==> src/rtl/risk_check_controller.sv <==
// risk_check_controller
// Sequences the per-client risk RAM. Arbitrates max-limit configuration
// requests against order-check requests (cfg wins), runs one operation at a
// time so a read can never race a pending write, performs the read-modify-write
// of the client's accumulated total for orders, and keeps saturating
// accept/reject statistics.
module risk_check_controller #(
   parameter int D_WIDTH   = 32,
   parameter int A_WIDTH   = 10,
   parameter int CNT_WIDTH = 32
) (
   input  logic                 clk,
   input  logic                 rst_n,
   input  logic                 order_valid,
   output logic                 order_ready,
   input  logic [A_WIDTH-1:0]   order_client,
   input  logic [D_WIDTH-1:0]   order_qty,
   input  logic                 cfg_valid,
   output logic                 cfg_ready,
   input  logic [A_WIDTH-1:0]   cfg_client,
   input  logic [D_WIDTH-1:0]   cfg_max,
   output logic                 resp_valid,
   input  logic                 resp_ready,
   output logic                 resp_accept,
   output logic [A_WIDTH-1:0]   resp_client,
   output logic [A_WIDTH-1:0]   ram_address_read,
   input  logic [D_WIDTH-1:0]   ram_accumulated_orders,
   input  logic [D_WIDTH-1:0]   ram_max_to_trade,
   output logic [A_WIDTH-1:0]   ram_address_write,
   output logic [D_WIDTH-1:0]   ram_data_write,
   output logic                 ram_write_enable,
   output logic                 ram_change_max,
   output logic [CNT_WIDTH-1:0] accepted_count,
   output logic [CNT_WIDTH-1:0] rejected_count
);

   typedef enum logic [1:0] {
      IDLE = 2'd0,
      CFG  = 2'd1,
      EVAL = 2'd2,
      RESP = 2'd3
   } state_t;

   state_t               state_r;
   state_t               state_next_s;

   // Latched request: client and either the cfg max or the order quantity.
   logic [A_WIDTH-1:0]   client_r;
   logic [D_WIDTH-1:0]   data_r;

   logic                 resp_accept_r;
   logic [A_WIDTH-1:0]   resp_client_r;
   logic [CNT_WIDTH-1:0] accepted_count_r;
   logic [CNT_WIDTH-1:0] rejected_count_r;

   logic                 take_cfg_s;
   logic                 take_order_s;
   logic [D_WIDTH:0]     sum_s;
   logic                 accept_s;

   localparam logic [CNT_WIDTH-1:0] CNT_MAX = {CNT_WIDTH{1'b1}};

   // Request acceptance and the order check; the extra sum bit catches carry-out.
   always_comb begin
      take_cfg_s   = (state_r == IDLE) && cfg_valid;
      take_order_s = (state_r == IDLE) && !cfg_valid && order_valid;
      sum_s        = {1'b0, ram_accumulated_orders} + {1'b0, data_r};
      accept_s     = (sum_s[D_WIDTH] == 1'b0) &&
                     (sum_s[D_WIDTH-1:0] <= ram_max_to_trade);
   end

   // Next-state logic: one operation in flight, cfg has priority in IDLE.
   always_comb begin
      state_next_s = state_r;
      case (state_r)
         IDLE: begin
            if (cfg_valid) begin
               state_next_s = CFG;
            end else if (order_valid) begin
               state_next_s = EVAL;
            end else begin
               state_next_s = IDLE;
            end
         end
         CFG:  state_next_s = IDLE;
         EVAL: state_next_s = RESP;
         RESP: begin
            if (resp_ready) begin
               state_next_s = IDLE;
            end else begin
               state_next_s = RESP;
            end
         end
         default: state_next_s = IDLE;
      endcase
   end

   // State register.
   always_ff @(posedge clk) begin
      if (!rst_n) begin
         state_r <= IDLE;
      end else begin
         state_r <= state_next_s;
      end
   end

   // Capture the request being taken; held for the rest of the operation.
   always_ff @(posedge clk) begin
      if (!rst_n) begin
         client_r <= {A_WIDTH{1'b0}};
         data_r   <= {D_WIDTH{1'b0}};
      end else if (take_cfg_s) begin
         client_r <= cfg_client;
         data_r   <= cfg_max;
      end else if (take_order_s) begin
         client_r <= order_client;
         data_r   <= order_qty;
      end else begin
         client_r <= client_r;
         data_r   <= data_r;
      end
   end

   // Register the order result at the end of EVAL; stable throughout RESP.
   always_ff @(posedge clk) begin
      if (!rst_n) begin
         resp_accept_r <= 1'b0;
         resp_client_r <= {A_WIDTH{1'b0}};
      end else if (state_r == EVAL) begin
         resp_accept_r <= accept_s;
         resp_client_r <= client_r;
      end else begin
         resp_accept_r <= resp_accept_r;
         resp_client_r <= resp_client_r;
      end
   end

   // Saturating accept/reject statistics, bumped once per evaluated order.
   always_ff @(posedge clk) begin
      if (!rst_n) begin
         accepted_count_r <= {CNT_WIDTH{1'b0}};
         rejected_count_r <= {CNT_WIDTH{1'b0}};
      end else if (state_r == EVAL) begin
         if (accept_s) begin
            if (accepted_count_r != CNT_MAX) begin
               accepted_count_r <= accepted_count_r + {{(CNT_WIDTH-1){1'b0}}, 1'b1};
            end else begin
               accepted_count_r <= accepted_count_r;
            end
         end else begin
            if (rejected_count_r != CNT_MAX) begin
               rejected_count_r <= rejected_count_r + {{(CNT_WIDTH-1){1'b0}}, 1'b1};
            end else begin
               rejected_count_r <= rejected_count_r;
            end
         end
      end else begin
         accepted_count_r <= accepted_count_r;
         rejected_count_r <= rejected_count_r;
      end
   end

   // Handshake and RAM port drive; everything that could act is gated by rst_n.
   always_comb begin
      order_ready       = 1'b0;
      cfg_ready         = 1'b0;
      resp_valid        = 1'b0;
      ram_address_read  = client_r;
      ram_address_write = {A_WIDTH{1'b0}};
      ram_data_write    = {D_WIDTH{1'b0}};
      ram_write_enable  = 1'b0;
      ram_change_max    = 1'b0;
      case (state_r)
         IDLE: begin
            // Read address goes out in the handshake cycle so data is ready in EVAL.
            ram_address_read = order_client;
            cfg_ready        = rst_n;
            order_ready      = rst_n && !cfg_valid;
         end
         CFG: begin
            ram_write_enable  = rst_n;
            ram_change_max    = 1'b1;
            ram_address_write = client_r;
            ram_data_write    = data_r;
         end
         EVAL: begin
            if (accept_s) begin
               ram_write_enable  = rst_n;
               ram_change_max    = 1'b0;
               ram_address_write = client_r;
               ram_data_write    = sum_s[D_WIDTH-1:0];
            end else begin
               ram_write_enable  = 1'b0;
            end
         end
         RESP: begin
            resp_valid = rst_n;
         end
         default: begin
            ram_write_enable = 1'b0;
         end
      endcase
   end

   assign resp_accept    = resp_accept_r;
   assign resp_client    = resp_client_r;
   assign accepted_count = accepted_count_r;
   assign rejected_count = rejected_count_r;

endmodule

==> config.mk <==
export PLATFORM = sky130hd
export DESIGN_NAME = risk_check_controller
export DESIGN_NICKNAME = d
export VERILOG_FILES = /design/src/rtl/risk_check_controller.sv
export SDC_FILE = /design/constraint.sdc
export NUM_CORES = 1
export LEC_CHECK = 0
export ABC_AREA = 1
export CAP_MARGIN = 20
export CORE_MARGIN = 3
export CORE_UTILIZATION = 58
export DETAILED_ROUTE_END_ITERATION = 16
export DONT_BUFFER_PORTS = 1
export PLACE_DENSITY = 0.78
export SLEW_MARGIN = 20
export SYNTH_ARGS = -nofsm -noshare
export SYNTH_HDL_FRONTEND = slang
export SYNTH_SLANG_ARGS = --single-unit
export TNS_END_PERCENT = 50
==> constraint.sdc <==
create_clock -name clk -period 13.3 [get_ports clk]
set_input_delay 2.66 -clock clk [delete_from_list [all_inputs] [get_ports clk]]
set_output_delay 2.66 -clock clk [all_outputs]
set_load 0.05 [all_outputs]
==> metrics.md <==
| Metric | Value |
|---|---|
| Final GP Congestion | `0.973` |
| Post-CTS Setup Inserts | `0` |
| Post-CTS resize count | `0` |
| WP data required | `between 10 and 15 ns` |
| Buf/Inv on CP | `3` |
| Share of layout cells above drive strength 1 | `3.40%` |
| Power Total | `between 0.001 and 0.0015 W` |
| Crit Path Class | `input pin to output port` |
| Max-Cap Viols | `0` |
| Die area | `0.0185 mm²` |
| Width of the die | `136 µm` |
| Library cells used by synthesis | `39` |
| Synth Flop Type | `dfxtp_1` |
| IO Pins | `285` |
| Vias per inst | `5.62` |
| Fin crit share | `81.4%` |
| Cells after Synth | `between 1500 and 2000` |
| Crit path largest cell delay | `0.94 ns` |
| Slew HR | `23.6%` |
| Max VDD drop | `just under 0.1 mV` |
| CP Max Fanout | `53` |
| Post-synth EDFFs | `0` |
| Yosys top cell by area | `dfxtp_1` |
| RSZ-0062 raised after global routing | `no` |
| Outcome | `completed` |
| Sequential area share after synthesis | `24.3%` |
| Most frequent cell after synthesis | `nand2_1` |
| Synth Cell Area | `0.00981 mm²` |
| Mean area per synthesized cell | `5.87 µm²` |
| Largest net degree at the start of global routing | `80` |
| TritonCTS clock tree | `built` |
| Setup_tns | `0 ns` |
| Gr usage total | `33.0%` |
| Worst slew pin tran | `between 1 and 1.5 ns` |
| Slowest CP cell | `nor2_4` |
| Final Hold Viols | `0` |
| Antenna Violating Nets Remaining | `0` |
| Drt drc | `0` |
| Worst Path Arrival | `8.17 ns` |
| Top cells by area, synth | `dfxtp_1 (24%), nand2_1 (17%), nor2_1 (11%)` |
| Min cycle time layout | `around 11 ns` |
| Via count | `10500` |
| Final setup fails | `0` |
| Initial antenna violation count | `1` |
| CTS H-tree lvls | `4` |
| Met3 WL | `roughly 3 mm` |
| Worst R2R Setup Slack | `8.17 ns` |
| Post-DP HPWL | `roughly 24 mm` |
| DRT Wirelength | `between 30 and 40 mm` |
| Vias in the first global route | `9483` |
| CP delay by family, top | `simple AND/OR/NAND/NOR gates` |
| WL/cell | `around 17 µm` |
| # hold bufs at CTS | `0` |
| DIE HEIGHT | `136 µm` |
| TritonCTS Buffers | `17` |
| Startpoint Class | `input pin` |
| Syn Nets | `1895` |
| First-pass GRT wire length | `48.6 mm` |
| P&R area growth vs syn | `6.41%` |
| Leak pwr | `4.71 nW` |
| Maximum clock path buffer count | `2` |
| Worst hold path type | `register to register` |
| Fmax | `92.4 MHz` |
| Most Frequent Cell on Critical Path | `nand2_1` |
| Area share of the leading cell type in the synthesized netlist | `around 24%` |
| Register bit count reported by yosys | `between 100 and 150` |
| CP Capture Type | `output port` |
| Pre-antenna DRT Iters | `5` |
| Clock Latency Late Sink | `0.43 ns` |
| PortBufs | `0` |
| Row cnt | `46` |
| Synth Warn # | `0` |
| Initial core utilization | `about three fifths` |
| Total Nets Final | `1858` |
| Max Used Layer | `met4` |
| TritonCTS Sinks | `119` |
| Initial DRC count | `814` |
| Total grt overflow | `0` |
| Async set or reset register ratio after synthesis | `0%` |
| FILL cells | `1596` |
| Met2 wire len | `13.9 mm` |
| Slew Viols, Final | `0` |
| Root Buffer | `clkbuf_16` |
| Post-synth top cells | `nand2_1 (457), nor2_1 (281), inv_1 (219)` |
| PwrDens | `119 mW/mm²` |
| Clock Pin Slew Worst Setup and Hold Paths | `~0.06 ns` |
| Clock skew | `0.0173 ns` |
| Post-Route M1 WL | `about 14 mm` |
| Area of the core | `0.0162 mm²` |
==> cell usage in the layout (no fill, tap or decap), types with 13 or more instances in the layout <==
master	n
nand2_1	457
nor2_1	280
inv_1	217
a21oi_1	141
dfxtp_1	119
nand3_1	75
ha_1	68
o21ai_0	67
nand4_1	52
xor2_1	35
nor3_1	22
clkbuf_16	17
o21ai_1	13
==> flip-flops by register name, indices dropped and copies added (netlist names) <==
name and flops:
accepted_count 32, data_r 32, client_r 10, resp_client 10
state_r 2, rejected_count 32, resp_accept 1
==> logic make-up after synthesis <==
logic type	synth area share, %
xor gates and xnor gates	3.66
AOI/OAI and AO/OA	13.9
buffers and inverters	11.2
and+or+nand+nor	37.9
DFF	24.3
adders and majority gates	9.13
==> worst reg2reg max path: cells and delay by family, from the launching register on <==
kind | cells | cell delay (ns)
compound gates | 2 | 0.29
xor+xnor | 1 | 0.22
fa+ha+maj | 3 | 0.91
buf+inv | 3 | 0.20
flops | 1 | 0.40
simple gates | 19 | 3.00
==> stage by stage <==
step | std cells | hold slack (ns) | cell area [µm²] | setup slack [ns] | utilization [%]
after floorplan | 1671 | 0.445 | 9810 | 4.33 | -
after global placement | 1830 | 0.452 | 9860 | 2.66 | 60.7
after detailed placement | 1831 | 0.455 | 9880 | 2.55 | 60.9
after CTS | 1863 | 0.465 | 10400 | 2.53 | 64.3
after global routing | 1864 | 0.477 | 10400 | 1.96 | 64.3
final | 1865 | 0.465 | 10400 | 2.47 | 64.3
==> per-layer routing <==
layer | GRT usage (%) | up-vias
li1 | - | 5294
met4 | 9.07 | 0
met5 | 0 | -
met3 | 8.03 | 53
met1 | 43.5 | 4700
met2 | 54.0 | 428
==> worst paths after layout <==
kind | from | to | depth (start not counted)
hold reg to reg | client_r[9] | client_r[9] | 2
setup / recovery | ram_accumulated_orders[0] | ram_address_write[0] | 27
setup reg to reg | data_r[0] | accepted_count[7] | 28
hold / removal | client_r[9] | client_r[9] | 2
==> cell type report <==
cell class	instances	area [µm²]	area share [%]
antenna	2	5.00	0.0479
clock buffer	18	429	4.11
clock inverter	14	129	1.23
inverter	220	826	7.91
multi-input combinational	1271	6360	60.9
sequential	119	2380	22.8
tap	216	270	2.59
timing repair buffer	5	37.5	0.359
==> power by group <==
part / switching, W / internal, W / leakage [nW]
logic: 0.000268 / 0.000108 / 3.48
registers: 0.0000490 / 0.000377 / 0.969
clock network: 0.000195 / 0.000247 / 0.267
No activity file was read; power rests on OpenSTA's default activity.
